[config.mk]
export PLATFORM = sky130hd
export DESIGN_NAME = writeback_stage
export DESIGN_NICKNAME = d
export VERILOG_FILES = /design/src/rtl/wb_pkg.sv /design/src/rtl/writeback_regfile.sv /design/src/rtl/writeback_stage.sv
export SDC_FILE = /design/constraint.sdc
export NUM_CORES = 2
export LEC_CHECK = 0
export ABC_AREA = 0
export ABC_CLOCK_PERIOD_IN_PS = 3700
export CAP_MARGIN = 20
export CELL_PAD_IN_SITES_DETAIL_PLACEMENT = 1
export CELL_PAD_IN_SITES_GLOBAL_PLACEMENT = 1
export CORE_ASPECT_RATIO = 0.5
export CORE_MARGIN = 5
export CORE_UTILIZATION = 50
export DETAILED_ROUTE_END_ITERATION = 10
export HOLD_SLACK_MARGIN = 0.03
export PLACE_DENSITY_LB_ADDON = 0.2
export SLEW_MARGIN = 20
export SYNTH_ARGS = -nofsm -noshare
export SYNTH_HDL_FRONTEND = slang
export SYNTH_SLANG_ARGS = --single-unit
[constraint.sdc]
create_clock -name clk -period 3.7 [get_ports clk]
set_input_delay 0.74 -clock clk [delete_from_list [all_inputs] [get_ports clk]]
set_output_delay 0.74 -clock clk [all_outputs]
set_load 0.05 [all_outputs]
[src/rtl/wb_pkg.sv]
// -----------------------------------------------------------------------------
// wb_pkg
// Shared definitions for the RV32I writeback stage:
//   - load funct3 encodings (LB, LH, LW, LBU, LHU)
//   - wb_state_t, the writeback FSM state type (WB_RUN, WB_WAIT)
//   - load_extract(), which aligns and extends a raw data-memory word
// Imported by writeback_stage and writeback_regfile.
// -----------------------------------------------------------------------------
package wb_pkg;

   localparam logic [2:0] LB  = 3'b000;
   localparam logic [2:0] LH  = 3'b001;
   localparam logic [2:0] LW  = 3'b010;
   localparam logic [2:0] LBU = 3'b100;
   localparam logic [2:0] LHU = 3'b101;

   typedef enum logic {
      WB_RUN  = 1'b0,
      WB_WAIT = 1'b1
   } wb_state_t;

   // Select the addressed byte/half from an aligned word and extend it to 32 bits.
   // For halfword loads only offset[1] matters; offset[0] is ignored.
   // Reserved encodings (011, 110, 111) produce zero.
   function automatic logic [31:0] load_extract(input logic [2:0]  funct3,
                                                input logic [1:0]  offset,
                                                input logic [31:0] word);
      logic signed [7:0]  byte_s;
      logic signed [15:0] half_s;
      logic [31:0]        res;
      byte_s = word[{offset, 3'b000} +: 8];
      half_s = offset[1] ? word[31:16] : word[15:0];
      case (funct3)
         LB:      res = {{24{byte_s[7]}}, byte_s};
         LBU:     res = {24'h000000, byte_s};
         LH:      res = {{16{half_s[15]}}, half_s};
         LHU:     res = {16'h0000, half_s};
         LW:      res = word;
         default: res = 32'h0000_0000;
      endcase
      return res;
   endfunction

endpackage

[src/rtl/writeback_regfile.sv]
// -----------------------------------------------------------------------------
// writeback_regfile
// RV32I integer register file: x1..x31 stored (x0 is hard-wired to zero),
// two combinational read ports and one synchronous write port.
//
// Optional feature macro: WB_BYPASS_EN
//   defined   : a read of the register being written this cycle returns the
//               write data (same-cycle WB-to-decode forwarding)
//   undefined : reads return the stored value; a write is visible next cycle
//
// Parameters:
//   XLEN       datapath width (32 only)
//   REG_RESET  reset value of x1..x31
// Ports:
//   clk        clock, writes on posedge
//   reset      asynchronous active-low reset
//   we         write enable (caller guarantees waddr != 0 when asserted)
//   waddr      write index
//   wdata      write data
//   raddr1/2   read indices
//   rdata1/2   read data, combinational
// -----------------------------------------------------------------------------
module writeback_regfile
   import wb_pkg::*;
#(
   parameter int              XLEN      = 32,
   parameter logic [XLEN-1:0] REG_RESET = '0
) (
   input  logic            clk,
   input  logic            reset,
   input  logic            we,
   input  logic [4:0]      waddr,
   input  logic [XLEN-1:0] wdata,
   input  logic [4:0]      raddr1,
   input  logic [4:0]      raddr2,
   output logic [XLEN-1:0] rdata1,
   output logic [XLEN-1:0] rdata2
);

   logic [XLEN-1:0] regs [1:31];

   always_ff @(posedge clk or negedge reset) begin
      if (!reset) begin
         for (int i = 1; i < 32; i++) begin
            regs[i] <= REG_RESET;
         end
      end else if (we && (waddr != 5'd0)) begin
         regs[waddr] <= wdata;
      end
   end

   always_comb begin
      rdata1 = '0;
      rdata2 = '0;
      if (raddr1 != 5'd0) rdata1 = regs[raddr1];
      if (raddr2 != 5'd0) rdata2 = regs[raddr2];
`ifdef WB_BYPASS_EN
      // Forward the value being written so decode sees it in the same cycle.
      if (we && (raddr1 != 5'd0) && (raddr1 == waddr)) rdata1 = wdata;
      if (we && (raddr2 != 5'd0) && (raddr2 == waddr)) rdata2 = wdata;
`endif
   end

endmodule

[src/rtl/writeback_stage.sv]
// -----------------------------------------------------------------------------
// writeback_stage
// Final stage of the 3-stage RV32I pipeline. Selects the ALU result or the
// extracted load data, writes the register file, stalls fetch/execute while a
// load response is outstanding, and squashes the two wrong-path slots that
// follow a taken branch.
//
// Optional feature macro: WB_BYPASS_EN (same-cycle register bypass, handled in
// writeback_regfile).
//
// Parameters:
//   XLEN       datapath width (32 only)
//   REG_RESET  reset value of x1..x31
// Ports:
//   clk               clock
//   reset             asynchronous active-low reset
//   wb_result         ALU/jump/LUI result or store data
//   wb_alu_to_reg     instruction writes rd (loads included)
//   wb_mem_to_reg     instruction is a load
//   wb_mem_write      instruction is a store (never writes rd)
//   wb_dest_reg_sel   rd index
//   wb_read_address   load byte offset
//   wb_alu_operation  load funct3
//   wb_branch         instruction in WB is a taken branch/jump
//   dmem_rvalid       load data valid this cycle
//   dmem_rdata        raw aligned load word
//   reg_raddr1/2      decode read indices
//   reg_rdata1/2      decode read data, combinational
//   stall_read        hold fetch/execute (combinational)
//   stall_count       saturating count of stalled cycles
// -----------------------------------------------------------------------------
module writeback_stage
   import wb_pkg::*;
#(
   parameter int              XLEN      = 32,
   parameter logic [XLEN-1:0] REG_RESET = 32'h0000_0000
) (
   input  logic            clk,
   input  logic            reset,
   input  logic [XLEN-1:0] wb_result,
   input  logic            wb_alu_to_reg,
   input  logic            wb_mem_to_reg,
   input  logic            wb_mem_write,
   input  logic [4:0]      wb_dest_reg_sel,
   input  logic [1:0]      wb_read_address,
   input  logic [2:0]      wb_alu_operation,
   input  logic            wb_branch,
   input  logic            dmem_rvalid,
   input  logic [XLEN-1:0] dmem_rdata,
   input  logic [4:0]      reg_raddr1,
   input  logic [4:0]      reg_raddr2,
   output logic [XLEN-1:0] reg_rdata1,
   output logic [XLEN-1:0] reg_rdata2,
   output logic            stall_read,
   output logic [31:0]     stall_count
);

   wb_state_t       state;
   logic            sq1;
   logic            sq2;
   logic            slot_valid;
   logic            load_valid;
   logic            reg_we;
   logic [XLEN-1:0] reg_wdata;

   // A slot is wrong-path during the two unstalled cycles after a taken branch.
   assign slot_valid = !(sq1 || sq2);
   assign load_valid = slot_valid && wb_mem_to_reg && !wb_mem_write;

   // Gated by reset so the stall releases the moment reset is asserted, even
   // though upstream may still be presenting the pending load.
   assign stall_read = reset && !dmem_rvalid &&
                       (load_valid || (state == WB_WAIT));

   assign reg_we = wb_alu_to_reg && slot_valid && !wb_mem_write &&
                   (wb_dest_reg_sel != 5'd0) &&
                   (!wb_mem_to_reg || dmem_rvalid);

   assign reg_wdata = wb_mem_to_reg
                    ? load_extract(wb_alu_operation, wb_read_address, dmem_rdata)
                    : wb_result;

   always_ff @(posedge clk or negedge reset) begin
      if (!reset) begin
         state <= WB_RUN;
      end else begin
         case (state)
            WB_RUN:  if (load_valid && !dmem_rvalid) state <= WB_WAIT;
            WB_WAIT: if (dmem_rvalid || !load_valid) state <= WB_RUN;
            default: state <= WB_RUN;
         endcase
      end
   end

   // Squash shift register only advances in unstalled cycles.
   always_ff @(posedge clk or negedge reset) begin
      if (!reset) begin
         sq1 <= 1'b0;
         sq2 <= 1'b0;
      end else if (!stall_read) begin
         sq1 <= wb_branch;
         sq2 <= sq1;
      end
   end

   always_ff @(posedge clk or negedge reset) begin
      if (!reset) begin
         stall_count <= 32'h0000_0000;
      end else if (stall_read && (stall_count != 32'hFFFF_FFFF)) begin
         stall_count <= stall_count + 32'd1;
      end
   end

   writeback_regfile #(
      .XLEN      (XLEN),
      .REG_RESET (REG_RESET)
   ) u_regfile (
      .clk    (clk),
      .reset  (reset),
      .we     (reg_we),
      .waddr  (wb_dest_reg_sel),
      .wdata  (reg_wdata),
      .raddr1 (reg_raddr1),
      .raddr2 (reg_raddr2),
      .rdata1 (reg_rdata1),
      .rdata2 (reg_rdata2)
   );

endmodule

; ---- Word-level counts from Yosys, hierarchy flattened
; Index checks and enable logic that the tools add are counted.
; Widths: inputs -> output; s select.
[op_classes]
addsub = 1
magnitude_cmp = 4
eq_ne = 5
n_shift = 1
mux = 17
bitwise = 4
n_reduce_logical = 25
[ops]
columns = cell, n
row1 = $bwmux 992, 1
row2 = $bmux 32 s5, 2
row3 = $mux 32, 8
row4 = $demux 32 s5, 1
row5 = $pmux 32 s5, 1
row6 = $add 32x1->32 const B, 1
row7 = $ne 32x32->1 const B, 1
row8 = $shiftx 32x6->8, 1
row9 = $ge 6x6->1 const B, 3
row10 = $not 5->6, 3
row11 = $mux 16, 1
row12 = $reduce_bool 5->1, 3
row13 = $logic_and 1x1->1, 12
row14 = $eq 3x3->1 const B, 2
row15 = $lt 6x1->1 const B, 1
row16 = $logic_not 1->1, 5
row17 = $logic_or 1x1->1, 4
row18 = $eq 3x1->1 const B, 1
row19 = $eq 3x2->1 const B, 1
row20 = $logic_not 3->1, 1
row21 = $mux 1, 2
row22 = $pmux 1 s2, 1
row23 = $not 1->1, 1
[word_totals]
regBits = 1027
inputBits = 91
output_inout_bits = 97
wordCells = 92

; ---- Longest topological paths before layout
[depth]
ltp_word = 8
mapped_depth = 9
depth_no_buf = 6

; ---- Modules after synthesis
; Synthesis repeated with hierarchy kept, for this count alone.
[unflattened]
hier_cells = 3912
area_unflattened_um2 = 56082.5
[by_module_without_submodules]
columns = module, instances, cells_per_inst, area_each_um2, seq_area_each_um2
row1 = writeback_regfile, 1, 3665, 53518.8, 24823.8
row2 = writeback_stage, 1, 247, 2563.7, 875.8

; ---- Worst setup path after synthesis
; No wires, ideal clock.
[synth_path]
path_kind = input to output
from = input port reg_raddr2[0]
to = output port reg_rdata2[11]
arrival_ns = 3.195
t_required_ns = 2.960
setup_slack_ns = -0.235
cell_stages = 9
path_buffers = 5
cell_sequence = buf_2 -> buf_4 -> buf_4 -> buf_4 -> clkbuf_1 -> a22oi_1 -> o221ai_1 -> nand2_1 -> o21ai_0
[synth_via]
elab_chain_cells = 5
elab_cells_between_ends = 6
classes_between = mux: 4 / bitwise: 1 / reduce/logical: 1
[synth_rtl]
columns = item, line_no
row1 = from (decl), writeback_stage.sv:51  ; input logic [4:0] reg_raddr2,
row2 = $not 5->6 (implied by the code), writeback_regfile.sv:56  ; if (raddr2 != 5'd0) rdata2 = regs[raddr2];
row3 = $bmux 32 s5, writeback_regfile.sv:56
row4 = $mux 32 (implied by the code) (2 in a row), writeback_regfile.sv:56
row5 = $mux 32 (*), writeback_regfile.sv:56
row6 = to (decl), writeback_stage.sv:53  ; output logic [XLEN-1:0] reg_rdata2,
; Mark *: on every way between the ends. The rest lies on a longest branch, timed or not. The select of a mux whose other input is x is not followed.

; ---- Worst setup path in the final report
[layout_path]
from = input port reg_raddr1[0]
to = output port reg_rdata1[18]
[layout_via]
elab_chain_cells = 5
elab_cells_between_ends = 6
classes_between = mux: 4 / bitwise: 1 / reduce/logical: 1
[layout_rtl]
columns = item, line_no
row1 = from (decl), writeback_stage.sv:50  ; input logic [4:0] reg_raddr1,
row2 = $not 5->6 (implied by the code), writeback_regfile.sv:55  ; if (raddr1 != 5'd0) rdata1 = regs[raddr1];
row3 = $bmux 32 s5, writeback_regfile.sv:55
row4 = $mux 32 (implied by the code) (2 in a row), writeback_regfile.sv:55
row5 = $mux 32 (*), writeback_regfile.sv:55
row6 = to (decl), writeback_stage.sv:52  ; output logic [XLEN-1:0] reg_rdata1,
; Marks and branches as above.

==> metrics.txt <==
Worst-Margin Slew=1130 ps; Max Fanout on Critical Path=13; Starting Density=0.503; clock group share of total power=0.392; Root Driver=clkbuf_16; layout cells sized above 1=0.218; post-synth top area share=0.476; Synth Area per Inst=10.7 um^2; main combinational cell family by area after synthesis=multiplexers; type of the most critical hold path=input pin to asynchronous set/reset pin; Area Overhead vs Synth=18.3%; area fraction in compound gates after synthesis=0.161; worst path required time=2960 ps; pre-CTS WS=-420 ps; nets=around 5300; Most Frequent Cell on Critical Path=buf_16; Longest Clk Path Bufs=3; min Tclk post-route=~3800 ps; RD Place Congestion=a little over 0.9; final worst setup slack=-107 ps; Reg-to-Reg End=u_regfile.regs[946]$_DFFE_PN0P_; Total Routed Length=about 210000 um; Core Region=107000 um^2; R2R Path Start=sq1$_DFFE_PN0N_; flops & latches, synth=around 1000; Num CTS Buffers=97; P_leak=around 28 nW; number of synthesized flops with an enable pin=0; Slew Viols, Final=0; die area=around 120000 um^2; combinational power share=0.166; FF-to-FF setup slack=between 1000 and 1500 ps; synthesized area=54000 um^2; CP endpoint kind=output port; number of distinct library cells after synthesis=62; Worst EP arrival=3070 ps; Crit Path Class=input pin to output port; row cnt=between 80 and 90; Mapped Cells=about 5100; Critical Path Source Type=input pin; Fillers=11000; Flop pwr share=0.442; synth top area cells=dfrtp_1 48%, mux4_2 16%, a21oi_1 7.5%; drc violations=0; Synth Area in Adders=0.000232; CTS tree=yes; Slowest Stage Delay on Critical Path=~570 ps; count leader, synth=dfrtp_1; Net Sw Power=8.16 mW; Setup violations, final=1; Synth Area in Simple Gates=0.103; max frequency=263 MHz; wire per inst=~31 um; Fin Clk Skew=roughly 20 ps; clock sink count=1027; Synth warnings=0; Reg2Reg Depth=7; final worst path period share=1.03; violated checks=setup timing; global-route wire length before repair=between 300000 and 400000 um; initial antenna violation count=9; CP Cell Sequence=buf_16 > buf_16 > buf_4 > mux4_2 > a22o_1 > o21ai_0 > o21ai_1 > buf_12; Syn Nets=around 5200; chip height=242 um; Main synth FF type=dfrtp_1; multiplexer share of the synthesized area=0.213; Reg clk slew, reported paths=60 ps; CTS H-tree lvls=3; status=complete, but fails checks; vias in the first global route=between 40000 and 50000; Power Internal=20.4 mW; routed via count=45100; Switching Share=0.285; synth cell count leaders=1027 x dfrtp_1, 817 x nor2_1, 810 x a21oi_1; xor/xnor cell area share of the yosys netlist=0.00470; I/O Buffers=roughly 190; Worst path slowest cell=o21ai_0; max-capacitance violation count=0; DRT iter0 DRCs=about 4500; largest net degree at the start of global routing=167; Die Width=475 um; Pre-antenna DRT Iters=6; Power Dens Cells=between 400 and 500 nW/um^2; hpwl dp=~130000 um; Detail Route Antenna Nets=0; Top Ports=188; Synth area leader=dfrtp_1; Finished Cell Area=between 60000 and 70000 um^2; Max-Slew Margin vs Limit=0.247; Peak VDD IR=roughly 350 uV; Placed Area=roughly 60000 um^2; Worst-Skew Late Latency=around 730 ps; Hold Vio Cnt, Final=0; Seq/Total Area, Yosys=0.476; gr ovfl total=0; Synth async-reset ratio=1.00; all-layer global routing usage=0.356; Vias/cell=around 6.8
-- how the worst max path moves through the flow --
stage                             start             end  slack (ps)  depth (start not counted)
after floorplan           reg_raddr1[2]  reg_rdata1[29]          10                          7
after global placement    reg_raddr1[0]  reg_rdata1[29]        -380                         10
after detailed placement  reg_raddr1[0]  reg_rdata1[29]        -420                         10
after CTS                 reg_raddr1[0]   reg_rdata1[7]         -30                         10
after global routing      reg_raddr1[0]  reg_rdata1[21]         -20                         10
final                     reg_raddr1[0]  reg_rdata1[18]        -110                          8
-- kinds of logic after synthesis --
family                     Yosys count
and+or+nand+nor                   1327
buffers and inverters              519
adders and majority gates            1
AOI/OAI and AO/OA                 1507
muxes                              657
xor gates and xnor gates            29
DFF                               1027
-- per-stage QoR --
stage	hold slack [ps]	power (mW)	instances	TNS, ps	utilization
floorplan	444	15.3	5067	0	-
global placement	473	17.1	6482	-3300	0.559
detailed placement	490	17.4	6482	-3640	0.559
CTS	426	28.6	6663	-101	0.592
global route	464	29.5	6676	-25.4	0.595
finish	467	28.6	6679	-107	0.595
-- sequential cells by signal (all words and copies together) (netlist names) --
| signal | flops |
|---|---|
| sq1 | 1 |
| sq2 | 1 |
| state | 1 |
| u_regfile.regs | 992 |
| stall_count | 32 |
-- power groups by stage --
| stage | Combinational, mW | Clock [mW] | Sequential [mW] |
|---|---|---|---|
| after global placement | 4.44 | 0 | 12.7 |
| after CTS | 4.67 | 11.3 | 12.6 |
| final | 4.75 | 11.2 | 12.6 |
| after global routing | 5.03 | 11.8 | 12.7 |
| after detailed placement | 4.62 | 0 | 12.8 |
| after floorplan | 2.65 | 0 | 12.6 |
-- worst max-delay path: cells and delay by family --
kind,cells,cell delay [ps]
AOI/OAI and AO/OA,3,1080
buffers and inverters,4,690
muxes,1,510
-- repair_timing --
item,CTS,global route
setup endpoints to repair,24,29
hold buffers,1,0
resized for setup,28,28
setup buffers,0,12
cloned,0,2
pin swaps,0,1
endpoints found under the hold margin,21,0
-- metal layers --
layer | part of all wire | routed length [um] | GRT usage
met5 | 0.00014 | 29 | 0
met4 | 0.039 | 8110 | 0.136
met3 | 0.10 | 21300 | 0.104
met2 | 0.46 | 93900 | 0.545
met1 | 0.40 | 82700 | 0.482
-- final cells by class --
cell class	instances	area [um^2]	area share
clock buffers	136	2840	0.0444
multi-input cells	3521	26400	0.413
inverters	6	22.5	0.000353
flip-flops and latches	1027	25700	0.402
clock inverters	44	646	0.0101
repair buffers	507	6510	0.102
well taps	1435	1800	0.0281
diodes	3	7.51	0.000118
-- cells in the final DEF (no fill, tap or decap), types with 169 or more instances in the layout --
| cell | netlist | routed |
|---|---|---|
| o21ai_1 | 103 | 182 |
| buf_12 | 0 | 178 |
| nor2_1 | 817 | 813 |
| mux2i_1 | 170 | 169 |
| dfrtp_1 | 1027 | 1027 |
| o21ai_0 | 263 | 175 |
| buf_4 | 19 | 197 |
| a21oi_1 | 810 | 807 |
| nand2_1 | 351 | 349 |
| mux4_2 | 385 | 385 |
(Power assumes the default switching activity.)
